===== src/rtl/hazard_scoreboard_ctrl_pkg.sv =====
// Shared types and constants for the decode/execute hazard controller.
package hazard_scoreboard_ctrl_pkg;

    typedef enum logic [1:0] {
        CTRL_RUN   = 2'd0,
        CTRL_STALL = 2'd1,
        CTRL_FLUSH = 2'd2
    } ctrl_state_t;

    localparam int REG_X0            = 0;
    localparam int FLUSH_CYCLES_DEF  = 2;
    localparam int STALL_TIMEOUT_DEF = 63;

    // Counter widths cover the legal ranges 1..7 and 1..255.
    localparam int FLUSH_CNT_W = 3;
    localparam int STALL_CNT_W = 8;

endpackage


===== src/rtl/hazard_scoreboard_ctrl_reg_scoreboard.sv =====
// Per-register busy flags with clear/set priority and source readiness lookups
// that honour the same-cycle writeback bypass.
module reg_scoreboard
    import hazard_scoreboard_ctrl_pkg::*;
#(
    parameter int NUM_REGS  = 32,
    parameter int REG_IDX_W = 5
) (
    input  logic                 clk,
    input  logic                 reset_n,
    input  logic                 wb_valid,
    input  logic [REG_IDX_W-1:0] wb_rd,
    input  logic                 squash_valid,
    input  logic [REG_IDX_W-1:0] squash_rd,
    input  logic                 set_en,
    input  logic [REG_IDX_W-1:0] set_rd,
    input  logic [REG_IDX_W-1:0] rs1,
    input  logic [REG_IDX_W-1:0] rs2,
    input  logic [REG_IDX_W-1:0] rd,
    output logic                 rs1_ready,
    output logic                 rs2_ready,
    output logic                 rd_busy,
    output logic [NUM_REGS-1:0]  busy
);

    logic [NUM_REGS-1:0] busy_q;
    logic [NUM_REGS-1:0] busy_nxt;

    // Clears are applied before the set so a new producer wins over a retiring one.
    always_comb begin
        busy_nxt = busy_q;
        if (wb_valid) begin
            busy_nxt[wb_rd] = 1'b0;
        end
        if (squash_valid) begin
            busy_nxt[squash_rd] = 1'b0;
        end
        if (set_en) begin
            busy_nxt[set_rd] = 1'b1;
        end
        busy_nxt[REG_X0] = 1'b0;
    end

    always_ff @(posedge clk) begin
        if (!reset_n) begin
            busy_q <= '0;
        end else begin
            busy_q <= busy_nxt;
        end
    end

    assign rs1_ready = ~busy_q[rs1] | (wb_valid & (wb_rd == rs1));
    assign rs2_ready = ~busy_q[rs2] | (wb_valid & (wb_rd == rs2));
    assign rd_busy   = busy_q[rd];
    assign busy      = busy_q;

endmodule


===== src/rtl/hazard_scoreboard_ctrl.sv =====
// Decode-stage hazard controller: issue/stall/flush decisions, redirect flush
// sequencing and a sticky stall watchdog around a register busy scoreboard.
module hazard_scoreboard_ctrl
    import hazard_scoreboard_ctrl_pkg::*;
#(
    parameter int NUM_REGS      = 32,
    parameter int REG_IDX_W     = 5,
    parameter int FLUSH_CYCLES  = FLUSH_CYCLES_DEF,
    parameter int STALL_TIMEOUT = STALL_TIMEOUT_DEF
) (
    input  logic                 clk,
    input  logic                 reset_n,
    input  logic                 dec_valid_i,
    input  logic [REG_IDX_W-1:0] dec_rs1_i,
    input  logic [REG_IDX_W-1:0] dec_rs2_i,
    input  logic                 dec_use_rs1_i,
    input  logic                 dec_use_rs2_i,
    input  logic [REG_IDX_W-1:0] dec_rd_i,
    input  logic                 dec_wr_en_i,
    input  logic                 wb_valid_i,
    input  logic [REG_IDX_W-1:0] wb_rd_i,
    input  logic                 redirect_i,
    input  logic                 squash_valid_i,
    input  logic [REG_IDX_W-1:0] squash_rd_i,
    output logic                 issue_o,
    output logic                 stall_o,
    output logic                 flush_o,
    output logic [NUM_REGS-1:0]  busy_o,
    output logic                 timeout_o
);

    localparam logic [FLUSH_CNT_W-1:0] FLUSH_RELOAD = FLUSH_CNT_W'(FLUSH_CYCLES - 1);
    localparam logic [STALL_CNT_W-1:0] STALL_LIMIT  = STALL_CNT_W'(STALL_TIMEOUT);

    ctrl_state_t            state_q;
    logic [FLUSH_CNT_W-1:0] flush_cnt_q;
    logic [STALL_CNT_W-1:0] stall_cnt_q;
    logic [STALL_CNT_W-1:0] stall_cnt_nxt;
    logic                   timeout_q;

    logic rs1_ready;
    logic rs2_ready;
    logic rd_busy;
    logic hazard;
    logic blocked;
    logic set_en;

    reg_scoreboard #(
        .NUM_REGS  (NUM_REGS),
        .REG_IDX_W (REG_IDX_W)
    ) u_scoreboard (
        .clk          (clk),
        .reset_n      (reset_n),
        .wb_valid     (wb_valid_i),
        .wb_rd        (wb_rd_i),
        .squash_valid (squash_valid_i),
        .squash_rd    (squash_rd_i),
        .set_en       (set_en),
        .set_rd       (dec_rd_i),
        .rs1          (dec_rs1_i),
        .rs2          (dec_rs2_i),
        .rd           (dec_rd_i),
        .rs1_ready    (rs1_ready),
        .rs2_ready    (rs2_ready),
        .rd_busy      (rd_busy),
        .busy         (busy_o)
    );

    // WAW has no writeback bypass: the older write must fully retire first.
    assign hazard  = dec_valid_i & ((dec_use_rs1_i & ~rs1_ready) |
                                    (dec_use_rs2_i & ~rs2_ready) |
                                    (dec_wr_en_i & rd_busy));
    assign blocked = redirect_i | (state_q == CTRL_FLUSH);

    assign issue_o = reset_n & dec_valid_i & ~hazard & ~blocked;
    assign stall_o = reset_n & hazard & ~blocked;
    assign flush_o = reset_n & blocked;
    assign set_en  = issue_o & dec_wr_en_i & (dec_rd_i != '0);

    // A stall seen from RUN starts the run at 1; further stall cycles saturate upward.
    assign stall_cnt_nxt = (state_q != CTRL_STALL) ? STALL_CNT_W'(1) :
                           (stall_cnt_q == '1)     ? stall_cnt_q :
                                                     stall_cnt_q + STALL_CNT_W'(1);

    always_ff @(posedge clk) begin
        if (!reset_n) begin
            state_q     <= CTRL_RUN;
            flush_cnt_q <= '0;
            stall_cnt_q <= '0;
            timeout_q   <= 1'b0;
        end else begin
            stall_cnt_q <= stall_o ? stall_cnt_nxt : '0;
            timeout_q   <= timeout_q | (stall_o & (stall_cnt_nxt == STALL_LIMIT));
            if (redirect_i) begin
                state_q     <= CTRL_FLUSH;
                flush_cnt_q <= FLUSH_RELOAD;
            end else begin
                case (state_q)
                    CTRL_RUN: begin
                        if (stall_o) begin
                            state_q <= CTRL_STALL;
                        end
                    end
                    CTRL_STALL: begin
                        if (!hazard) begin
                            state_q <= CTRL_RUN;
                        end
                    end
                    CTRL_FLUSH: begin
                        if (flush_cnt_q == '0) begin
                            state_q <= CTRL_RUN;
                        end else begin
                            flush_cnt_q <= flush_cnt_q - FLUSH_CNT_W'(1);
                        end
                    end
                    default: state_q <= CTRL_RUN;
                endcase
            end
        end
    end

    assign timeout_o = timeout_q;

endmodule


===== config.mk =====
export PLATFORM = sky130hd
export DESIGN_NAME = hazard_scoreboard_ctrl
export DESIGN_NICKNAME = d
export VERILOG_FILES = /design/src/rtl/hazard_scoreboard_ctrl_pkg.sv /design/src/rtl/hazard_scoreboard_ctrl_reg_scoreboard.sv /design/src/rtl/hazard_scoreboard_ctrl.sv
export SDC_FILE = /design/constraint.sdc
export NUM_CORES = 1
export LEC_CHECK = 0
export BUFFER_PORTS_ARGS = -buffer_cell sky130_fd_sc_hd__buf_2
export CAP_MARGIN = 10
export CORE_ASPECT_RATIO = 1.75
export CORE_MARGIN = 1
export CORE_UTILIZATION = 50
export CTS_CLUSTER_DIAMETER = 100
export CTS_CLUSTER_SIZE = 28
export DETAILED_ROUTE_END_ITERATION = 6
export HOLD_SLACK_MARGIN = 0.08
export PLACE_DENSITY = 0.85
export SLEW_MARGIN = 0
export SYNTH_ARGS = -nofsm -noshare
export SYNTH_HDL_FRONTEND = slang
export SYNTH_HIERARCHICAL = 1
export SYNTH_SLANG_ARGS = --single-unit
export TNS_END_PERCENT = 100

===== constraint.sdc =====
create_clock -name clk -period 5.3 [get_ports clk]
set_clock_uncertainty 0.2 [all_clocks]
set_input_delay 1.59 -clock clk [delete_from_list [all_inputs] [get_ports clk]]
set_output_delay 1.59 -clock clk [all_outputs]
set_load 0.05 [all_outputs]

==> summary.md, run 1 <==
| Metric | Value |
|---|---|
| Critical R2R Launch | `u_scoreboard/busy[27]$_SDFF_PN0_` |
| Tightest Pin Transition | `around 1100 ps` |
| Worst IR Drop VDD | `approximately 0.00016 V` |
| Crit. End Element | `output pin` |
| H-Tree Depth | `2` |
| Place WS | `-520 ps` |
| Hold endpoint | `state_q[0]$_SDFFE_PP0P_` |
| Number of diodes | `0` |
| Placer Congestion | `about 0.97` |
| Fin. Hold Viols | `0` |
| Post-synth EDFFs | `0` |
| I/O Pins | `70` |
| Req. time, crit path | `about 3500 ps` |
| DP HPWL | `8390 µm` |
| Drt first pass iters | `7` |
| RSZ-0062 raised after global routing | `yes` |
| Synth top area cells | `dfxtp_1, mux4_2, a22oi_1` |
| Final nets | `470` |
| R2R Setup Slk | `1530 ps` |
| PnR worst setup slack | `-317 ps` |
| Grt ovf | `0` |
| Leading area contributor after synthesis | `dfxtp_1` |
| Final setup vio count | `2` |
| Initial Util | `0.513` |
| CP max FO | `7` |
| Core area | `around 6500 µm²` |
| Synth Cell Area | `3330 µm²` |
| Die Y-Extent | `approximately 110 µm` |
| Reg clk slew, reported paths | `roughly 60 ps` |
| Reg2reg path depth | `12` |
| Die Wd | `between 60 and 70 µm` |
| First-pass GRT wire length | `17500 µm` |
| Mapped Avg Cell Area | `roughly 9.6 µm²` |
| Post-Route WL | `around 11000 µm` |
| Max clock buf depth | `2` |
| RR Endpoint | `u_scoreboard/busy[7]$_SDFF_PN0_` |
| DIE AREA | `7000 µm²` |
| Std-Cell Rows | `39` |
| Critical path class | `in -> out` |
| Top cells by count, synth | `a22oi_1, dfxtp_1, nor2b_1, mux4_2` |
| Fraction of layout cells with a size suffix above 1 | `0.349` |
| Worst-Skew Late Latency | `between 200 and 300 ps` |
| Final ANT Viol Nets | `0` |
| Violated checks | `DRC, setup timing` |
| WL/cell | `approximately 22 µm` |
| Yosys top cell area share | `0.271` |
| Synth Flop Type | `dfxtp_1` |
| Synth Warn # | `6` |
| DRC | `2` |
| Worst EP arrival | `around 3800 ps` |
| Root buffer cell | `clkbuf_16` |
| Post-Synthesis Cells | `between 300 and 400` |
| Slew margin rel. | `0.288` |
| Leak Pwr | `~1.6 nW` |
| Final Max Tran Viols | `0` |
| Largest net degree at the start of global routing | `23` |
| Initial DRC Count | `343` |
| Startpoint types | `input pin` |
| Worst hold path depth | `1` |
| Hold buffers post-CTS | `0` |
| Achievable Freq | `178 MHz` |
| CTS tree | `built` |
| Synth-to-Final Area Change | `25.0%` |
| Netlist cell types | `53` |
| Fin area | `approximately 4200 µm²` |
| Min-delay src | `state_q[1]$_SDFFE_PN0P_` |
| Status | `finished, violations left` |
| Period Utilization, post-route | `1.06` |
| Synth Net Count | `between 300 and 400` |
| Worst hold margin | `242 ps` |
| Power Density | `between 150 and 200 nW/µm²` |
| Asr flop ratio synth | `0` |
| Post-DP Area | `about 3900 µm²` |
| Clock Sinks | `45` |
| Number of global-route vias before repair | `between 3000 and 4000` |
| Seq/Total Area, Yosys | `0.271` |
| Tmin final | `between 5000 and 6000 ps` |
| Synthesized flop and latch total | `45` |
| IO Port Bufs | `68` |
| Max cap viols | `0` |
| Overall global routing resource usage | `0.333` |
| Initial antenna violation count | `0` |
| Worst Hold Class | `reg -> reg` |
| Count leader, synth | `a22oi_1` |
| Number of CTS-inserted buffers | `5` |
| Via count | `between 3000 and 4000` |
| Placed Cells | `a little over 500` |
| Overall power | `0.000800 W` |
| Non-filler cells in the finished layout | `roughly 520` |
| Vias per inst | `just under 7` |
[critical path, stage by stage]
cell and delay [ps]:
buf_12 100, mux4_2 500, mux4_2 480, mux2_4 280
and2_4 140, or3_4 400, nand3_4 90, clkinvlp_4 100
buf_8 150
[worst max-delay path by stage]
stage	start	endpoint	slack, ps
after floorplan	dec_rd_i[0]	stall_o	-270
after global placement	dec_rd_i[0]	issue_o	-500
after detailed placement	dec_rd_i[0]	issue_o	-520
after CTS	dec_rd_i[0]	stall_o	-290
after global routing	dec_rs1_i[0]	stall_o	-410
final	dec_rd_i[0]	stall_o	-320
[cells by family (layout without fill, tap and decap cells)]
family	count (synthesis)	count (layout)	synth area share
XOR/XNOR	15	15	0.0395
buffers and inverters	30	116	0.0365
flip-flops	45	45	0.271
AO/OA/AOI/OAI	96	96	0.223
other	1	1	0.00113
adder cells (fa/ha/maj)	3	3	0.0113
AND/OR/NAND/NOR	125	125	0.237
multiplexers	32	32	0.181
[timing repair]
action | 4_1_cts | 5_1_grt
setup endpoints to repair | 2 | 2
pin swaps | 2 | 1
gates resized for setup | 12 | 3
setup buffers | 2 | 2
hold endpoints to repair | 0 | 0
[flip-flops by register name (all words and copies together) (netlist names)]
| name | flops |
|---|---|
| u_scoreboard/busy | 31 |
| stall_cnt_q | 8 |
| flush_cnt_q | 3 |
| state_q | 2 |
| timeout_o | 1 |
[cell usage in the layout, fill, tap and decap left out, types with 6 or more instances in the layout]
| master | count |
|---|---|
| nor2_1 | 9 |
| nor2b_1 | 34 |
| buf_2 | 63 |
| and3b_1 | 13 |
| nor3b_1 | 15 |
| inv_1 | 6 |
| mux4_2 | 22 |
| nand2_1 | 18 |
| a22oi_1 | 63 |
| dfxtp_1 | 45 |
| xor2_1 | 9 |
| and3_1 | 7 |
| xnor2_1 | 6 |
| buf_4 | 33 |
[layer usage]
layer | vias to the layer above | track usage | routed length (µm)
met5 | - | 0 | 0
met2 | 248 | 0.611 | 5830
met3 | 72 | 0.0757 | 1080
met1 | 1641 | 0.326 | 3660
li1 | 1528 | - | -
met4 | 0 | 0.229 | 666
[metrics by stage]
step	utilization	TNS (ps)
floorplan	-	-518
global placement	0.606	-980
detailed placement	0.606	-1020
CTS	0.637	-524
global route	0.641	-771
finish	0.641	-591
[cell type report]
class	count	area (µm²)
timing repair buffer	102	639
tap	82	103
inverter	7	30.0
sequential	45	901
clock inverter	1	7.51
multi-input combinational	272	2340
fill	526	2330
clock buffer	6	139
[where the power goes]
part | switching [W] | internal (W) | leakage, nW
logic | 0.0000800 | 0.0000623 | 1.18
registers | 0.00000191 | 0.000340 | 0.363
clock network | 0.000130 | 0.000185 | 0.0690
total | 0.000212 | 0.000588 | 1.61
(Power assumes the default switching activity.)
==> run 2, diff against run 1 <==
Settings changed: PLACE_DENSITY 0.85 to 0.77.
==> summary.md, run 2 (same netlist as run 1, synthesis figures left out) <==
| Metric | Value |
|---|---|
| Clock Sinks | `between 40 and 50` |
| Die Wd | `roughly 64 µm` |
| Max FFs per register | `31` |
| Slew margin rel. | `0.309` |
| CP max FO | `5` |
| Req. time, crit path | `~3500 ps` |
| Placer Congestion | `1.01` |
| Tightest Pin Transition | `slightly above 1000 ps` |
| Status | `finished, violations left` |
| DP HPWL | `just over 8000 µm` |
| Reg clk slew, reported paths | `approximately 60 ps` |
| Critical path's top delay family | `multiplexers` |
| RSZ-0062 raised after global routing | `yes` |
| Worst IR Drop VDD | `0.000209 V` |
| Slowest-stage cell, CP | `mux4_2` |
| Initial DRC Count | `between 200 and 300` |
| Worst hold path depth | `1` |
| Vias per inst | `between 6 and 7` |
| Startpoint types | `input pin` |
| Overall global routing resource usage | `0.321` |
| H-Tree Depth | `2` |
| Worst path max stage delay | `about 500 ps` |
| Drt first pass iters | `7` |
| Hold buffers post-CTS | `0` |
| Filler cells | `between 500 and 600` |
| Initial antenna violation count | `0` |
| Fraction of layout cells with a size suffix above 1 | `0.355` |
| Power Density | `~200 nW/µm²` |
| Leak Pwr | `between 1.5 and 2 nW` |
| Largest net degree at the start of global routing | `38` |
| Grt ovf | `0` |
| Max clock buf depth | `2` |
| IO Port Bufs | `between 60 and 70` |
| CP Cell Sequence | `buf_12, mux4_2, mux4_2, mux2_4, and2_4, or3_4, nand3_4, clkinvlp_4, buf_8` |
| Initial Util | `0.513` |
| WL/cell | `between 20 and 25 µm` |
| Post-Route WL | `approximately 11000 µm` |
| Die Y-Extent | `between 100 and 150 µm` |
| I/O Pins | `70` |
| Hold endpoint | `state_q[0]$_SDFFE_PP0P_` |
| Number of CTS-inserted buffers | `5` |
| Critical path class | `in -> out` |
| Worst EP arrival | `~3800 ps` |
| Tmin final | `5610 ps` |
| Most frequent cells in the layout | `buf_2, a22oi_1, dfxtp_1, nor2b_1, buf_4` |
| DRC | `2` |
| Fin. Hold Viols | `0` |
| Fin area | `between 4000 and 5000 µm²` |
| Reg2reg path depth | `12` |
| Number of global-route vias before repair | `~3400` |
| Root buffer cell | `clkbuf_16` |
| Synth-to-Final Area Change | `26.8%` |
| Via count | `3443` |
| RR Endpoint | `u_scoreboard/busy[26]$_SDFF_PN0_` |
| Min-delay src | `state_q[1]$_SDFFE_PN0P_` |
| Crit. End Element | `output pin` |
| Overall power | `about 0.00084 W` |
| DIE AREA | `between 6000 and 7000 µm²` |
| Buf+Inv Stages, Crit Path | `3` |
| Final Max Tran Viols | `0` |
| Worst-Skew Late Latency | `around 290 ps` |
| First-pass GRT wire length | `about 17000 µm` |
| Setup TNS Final | `-586 ps` |
| Worst Hold Class | `reg -> reg` |
| Final ANT Viol Nets | `0` |
| Max cap viols | `0` |
| CTS tree | `built` |
| Period Utilization, post-route | `1.06` |
| Std-Cell Rows | `39` |
| R2R Setup Slk | `roughly 1500 ps` |
| Final nets | `470` |
| Critical R2R Launch | `u_scoreboard/busy[11]$_SDFF_PN0_` |
| PnR worst setup slack | `-309 ps` |
| Post-DP Area | `between 3000 and 4000 µm²` |
| Achievable Freq | `about 180 MHz` |
| Final setup vio count | `2` |
| Violated checks | `DRC, setup timing` |
| Number of diodes | `0` |
| Core area | `between 6000 and 7000 µm²` |
| Most used cell, CP | `mux4_2` |
==> run 2: cell type report <==
cell class | instances | area, µm² | share of cell area
clock buffer | 6 | 129 | 0.0305
clock inverter | 2 | 38.8 | 0.00919
multi-input combinational | 272 | 2360 | 0.559
tap | 82 | 103 | 0.0243
sequential | 45 | 901 | 0.214
inverter | 7 | 30.0 | 0.00712
timing repair buffer | 102 | 659 | 0.156
==> run 2: worst max-delay path by stage <==
stage | startpoint | endpoint | slack (ps) | cells after the start
2_1_floorplan | dec_rd_i[0] | stall_o | -270 | 8
3_3_place_gp | dec_rd_i[0] | issue_o | -500 | 8
3_5_place_dp | dec_rd_i[0] | issue_o | -560 | 8
4_1_cts | dec_rd_i[0] | stall_o | -310 | 9
5_1_grt | dec_rd_i[0] | stall_o | -340 | 9
6_report | dec_rd_i[0] | stall_o | -310 | 9
==> run 2: what timing repair did <==
item / CTS / global route
gates resized for setup: 12 / 9
gates cloned: 1 / 1
setup endpoints to repair: 2 / 2
setup buffers: 1 / 1
pin swaps: 1 / 1
==> run 2: through the flow <==
step                 util  setup slack, ps  cells  hold WS (ps)
floorplan               -             -266    347           205
finish              0.650             -309    516           235
detailed placement  0.606             -564    504           229
global route        0.650             -344    516           274
CTS                 0.643             -312    514           234
global placement    0.606             -504    504           216
==> run 2: power by group <==
group          leakage [nW]  total, W  switching (W)  internal (W)
Clock                0.0810  0.000354       0.000131      0.000223
Sequential            0.363  0.000342     0.00000175      0.000340
Combinational          1.19  0.000144      0.0000793     0.0000650
==> run 2: layer usage <==
layer,vias up,GRT usage,share of wire
met5,-,0,0
met4,0,0.248,0.075
met3,62,0.0695,0.089
met2,235,0.563,0.50
met1,1623,0.328,0.33
li1,1523,-,-
==> run 3, diff against run 2 <==
Settings changed: ABC_AREA from default to 1, CORE_MARGIN 1 to 5, CORE_UTILIZATION 50 to 51, PLACE_DENSITY 0.77 to 0.78.
==> summary.md, run 3 <==
| Metric | Value |
|---|---|
| I/O Pins | `70` |
| WL met2 | `about 7300 µm` |
| Power share of the combinational group | `0.202` |
| Fin. Hold Viols | `0` |
| Yosys top cell area share | `0.252` |
| Critical R2R Launch | `u_scoreboard/busy[5]$_SDFF_PN0_` |
| Max clock buf depth | `2` |
| Post-synthesis mux area share | `0` |
| DIE AREA | `8850 µm²` |
| Simple-gate share of the synthesized area | `0.448` |
| Count leader, synth | `nand2_1` |
| Final setup vio count | `0` |
| Synth Area in Adders | `0.0105` |
| Clk pwr share | `0.378` |
| DP HPWL | `between 10000 and 15000 µm` |
| Worst IR Drop VDD | `0.000305 V` |
| Tmin final | `around 5100 ps` |
| Power Density | `198 nW/µm²` |
| Synthesized flop and latch total | `45` |
| Netlist cell types | `36` |
| Critical path's top delay family | `simple AND/OR/NAND/NOR gates` |
| Post-Synthesis Cells | `around 600` |
| Final ANT Viol Nets | `0` |
| Slowest-stage cell, CP | `o221ai_1` |
| Final Max Tran Viols | `0` |
| Internal | `around 0.00057 W` |
| Initial DRC Count | `604` |
| Most used cell, CP | `nand3_1` |
| Non-filler cells in the finished layout | `around 750` |
| Buf+Inv Stages, Crit Path | `4` |
| Placer Congestion | `approximately 1.0` |
| Switch Pwr | `0.000241 W` |
| CTS tree | `built` |
| WL/cell | `about 19 µm` |
| Initial antenna violation count | `0` |
| Worst Hold Class | `reg -> reg` |
| Achievable Freq | `194 MHz` |
| Asr flop ratio synth | `0` |
| Reg2reg path depth | `19` |
| R2R Setup Slk | `approximately 2300 ps` |
| Met3 routed WL | `~1000 µm` |
| Number of global-route vias before repair | `around 4600` |
| Root buffer cell | `clkbuf_16` |
| Synth Flop Type | `dfxtp_1` |
| Post-Route WL | `14200 µm` |
| Via count | `between 4000 and 5000` |
| Max FFs per register | `31` |
| Post-synth EDFFs | `0` |
| Sequential Power Share | `0.421` |
| Tightest Pin Transition | `978 ps` |
| Synth Area in Compound Gates | `0.163` |
| Period Utilization, post-route | `0.971` |
| Max cap viols | `0` |
| Initial Util | `0.522` |
| DRC | `0` |
| RR Endpoint | `u_scoreboard/busy[28]$_SDFF_PN0_` |
| Hold buffers post-CTS | `0` |
| Worst path max stage delay | `between 300 and 400 ps` |
| Crit path depth | `13` |
| Most frequent cells in the layout | `nand2_1, nand3_1, inv_1, buf_2, a21oi_1` |
| Critical path class | `in -> out` |
| Xor/xnor share of the synthesized area | `0.00245` |
| Std-Cell Rows | `40` |
| Metal-1 WL | `4630 µm` |
| Commonest non-fill, non-tap cell in the layout | `nand2_1` |
| Startpoint types | `input pin` |
| CP max FO | `17` |
| Leak Pwr | `roughly 1.9 nW` |
| Largest family of logic cells by synthesized area | `simple AND/OR/NAND/NOR gates` |
| Req. time, crit path | `3510 ps` |
| Synth Warn # | `6` |
| Vias per inst | `between 6 and 7` |
| Mapped Avg Cell Area | `approximately 6 µm²` |
| Setup Buffers After CTS | `0` |
| Drt first pass iters | `6` |
| Synth Cell Area | `approximately 3600 µm²` |
| Grt ovf | `0` |
| First-pass GRT wire length | `between 20000 and 25000 µm` |
| Synth Net Count | `around 640` |
| Fraction of layout cells with a size suffix above 1 | `0.176` |
| Final nets | `~700` |
| CP Cell Sequence | `buf_2, inv_4, nand2_1, nand3_1, nand2_1, nand2_1, nand3_1, nand3_1, nand3_1, o221ai_1, nand3_1, inv_2, buf_2` |
| Setup TNS Final | `0 ps` |
| Clock Sinks | `45` |
| Worst-Skew Late Latency | `290 ps` |
| Core area | `approximately 6900 µm²` |
| Placed Cells | `741` |
| Number of CTS-inserted buffers | `5` |
| Top Metal Used | `met4` |
| Reg clk slew, reported paths | `~60 ps` |
| Seq/Total Area, Yosys | `0.252` |
| Synth top area cells | `dfxtp_1, nand2_1, nand3_1` |
| Synth-to-Final Area Change | `15.0%` |
| Overall global routing resource usage | `0.329` |
| Crit. Startpoint | `dec_rs1_i[0]` |
| Top cells by count, synth | `nand2_1, nand3_1, inv_1, a21oi_1, dfxtp_1` |
| Die Wd | `73.3 µm` |
| Slew margin rel. | `0.347` |
| Leading area contributor after synthesis | `dfxtp_1` |
| Sw Share | `0.297` |
| Status | `finished clean` |
| IO Port Bufs | `68` |
| CP Capture Point | `stall_o` |
| Die Y-Extent | `~120 µm` |
| Crit. End Element | `output pin` |
| RSZ-0062 raised after global routing | `no` |
| Number of diodes | `0` |
| Largest net degree at the start of global routing | `32` |
| Worst EP arrival | `between 3000 and 4000 ps` |
| H-Tree Depth | `2` |
==> run 3: changes by cell type after synthesis, sizes merged, moves of 34 or more <==
| cell | change |
|---|---|
| a21oi | +44 |
| a22oi | -63 |
| inv | +76 |
| nand2 | +159 |
| nand3 | +111 |
| nor2b | -34 |
==> run 3: kinds of logic after synthesis <==
family / count (synthesis)
and+or+nand+nor: 352
buffers and inverters: 100
AOI/OAI and AO/OA: 96
DFF: 45
adders and majority gates: 3
xor gates and xnor gates: 1
other: 1
==> run 3: layout make-up <==
class / count / area (µm²)
fill: 698 / 2740
clock buffer: 7 / 143
multi-input combinational: 453 / 2230
inverter: 83 / 319
sequential: 45 / 901
timing repair buffer: 76 / 412
tap: 84 / 105
==> run 3: timing repair <==
action,4_1_cts,5_1_grt
gates resized for setup,1,3
setup endpoints to repair,1,1
endpoints found under the hold margin,0,0
==> run 3: worst min path at each step <==
stage                         endpoint               startpoint  depth (start not counted)
2_1_floorplan  state_q[0]$_SDFFE_PP0P_  state_q[1]$_SDFFE_PN0P_                          1
3_3_place_gp      timeout_o$_SDFF_PN0_     timeout_o$_SDFF_PN0_                          2
3_5_place_dp   state_q[0]$_SDFFE_PP0P_  state_q[1]$_SDFFE_PN0P_                          1
4_1_cts        state_q[0]$_SDFFE_PP0P_  state_q[1]$_SDFFE_PN0P_                          1
5_1_grt        state_q[0]$_SDFFE_PP0P_  state_q[1]$_SDFFE_PN0P_                          1
6_report       state_q[0]$_SDFFE_PP0P_  state_q[1]$_SDFFE_PN0P_                          1
==> run 3: routing by layer <==
layer | global-route usage | vias up
met5 | 0 | -
li1 | - | 2120
met2 | 0.587 | 319
met4 | 0.261 | 0
met1 | 0.318 | 2037
met3 | 0.0574 | 114
==> run 3: power by group through the flow <==
stage	Sequential, W	Clock [W]	Combinational, W
6_report	0.000342	0.000307	0.000164
5_1_grt	0.000342	0.000326	0.000177
4_1_cts	0.000342	0.000312	0.000158
3_5_place_dp	0.000350	0	0.000157
3_3_place_gp	0.000350	0	0.000156
2_1_floorplan	0.000351	0	0.000100
==> run 3: per-stage QoR <==
step | cell area (µm²) | power, W | hold slack, ps | util | worst slack [ps]
after floorplan | 3580 | 0.000451 | 222 | - | 523
after global placement | 3960 | 0.000505 | 247 | 0.578 | 48.2
after detailed placement | 3960 | 0.000507 | 253 | 0.578 | 13.6
after CTS | 4110 | 0.000813 | 261 | 0.599 | 124
after global routing | 4110 | 0.000845 | 282 | 0.600 | 8.19
final | 4110 | 0.000814 | 261 | 0.600 | 155
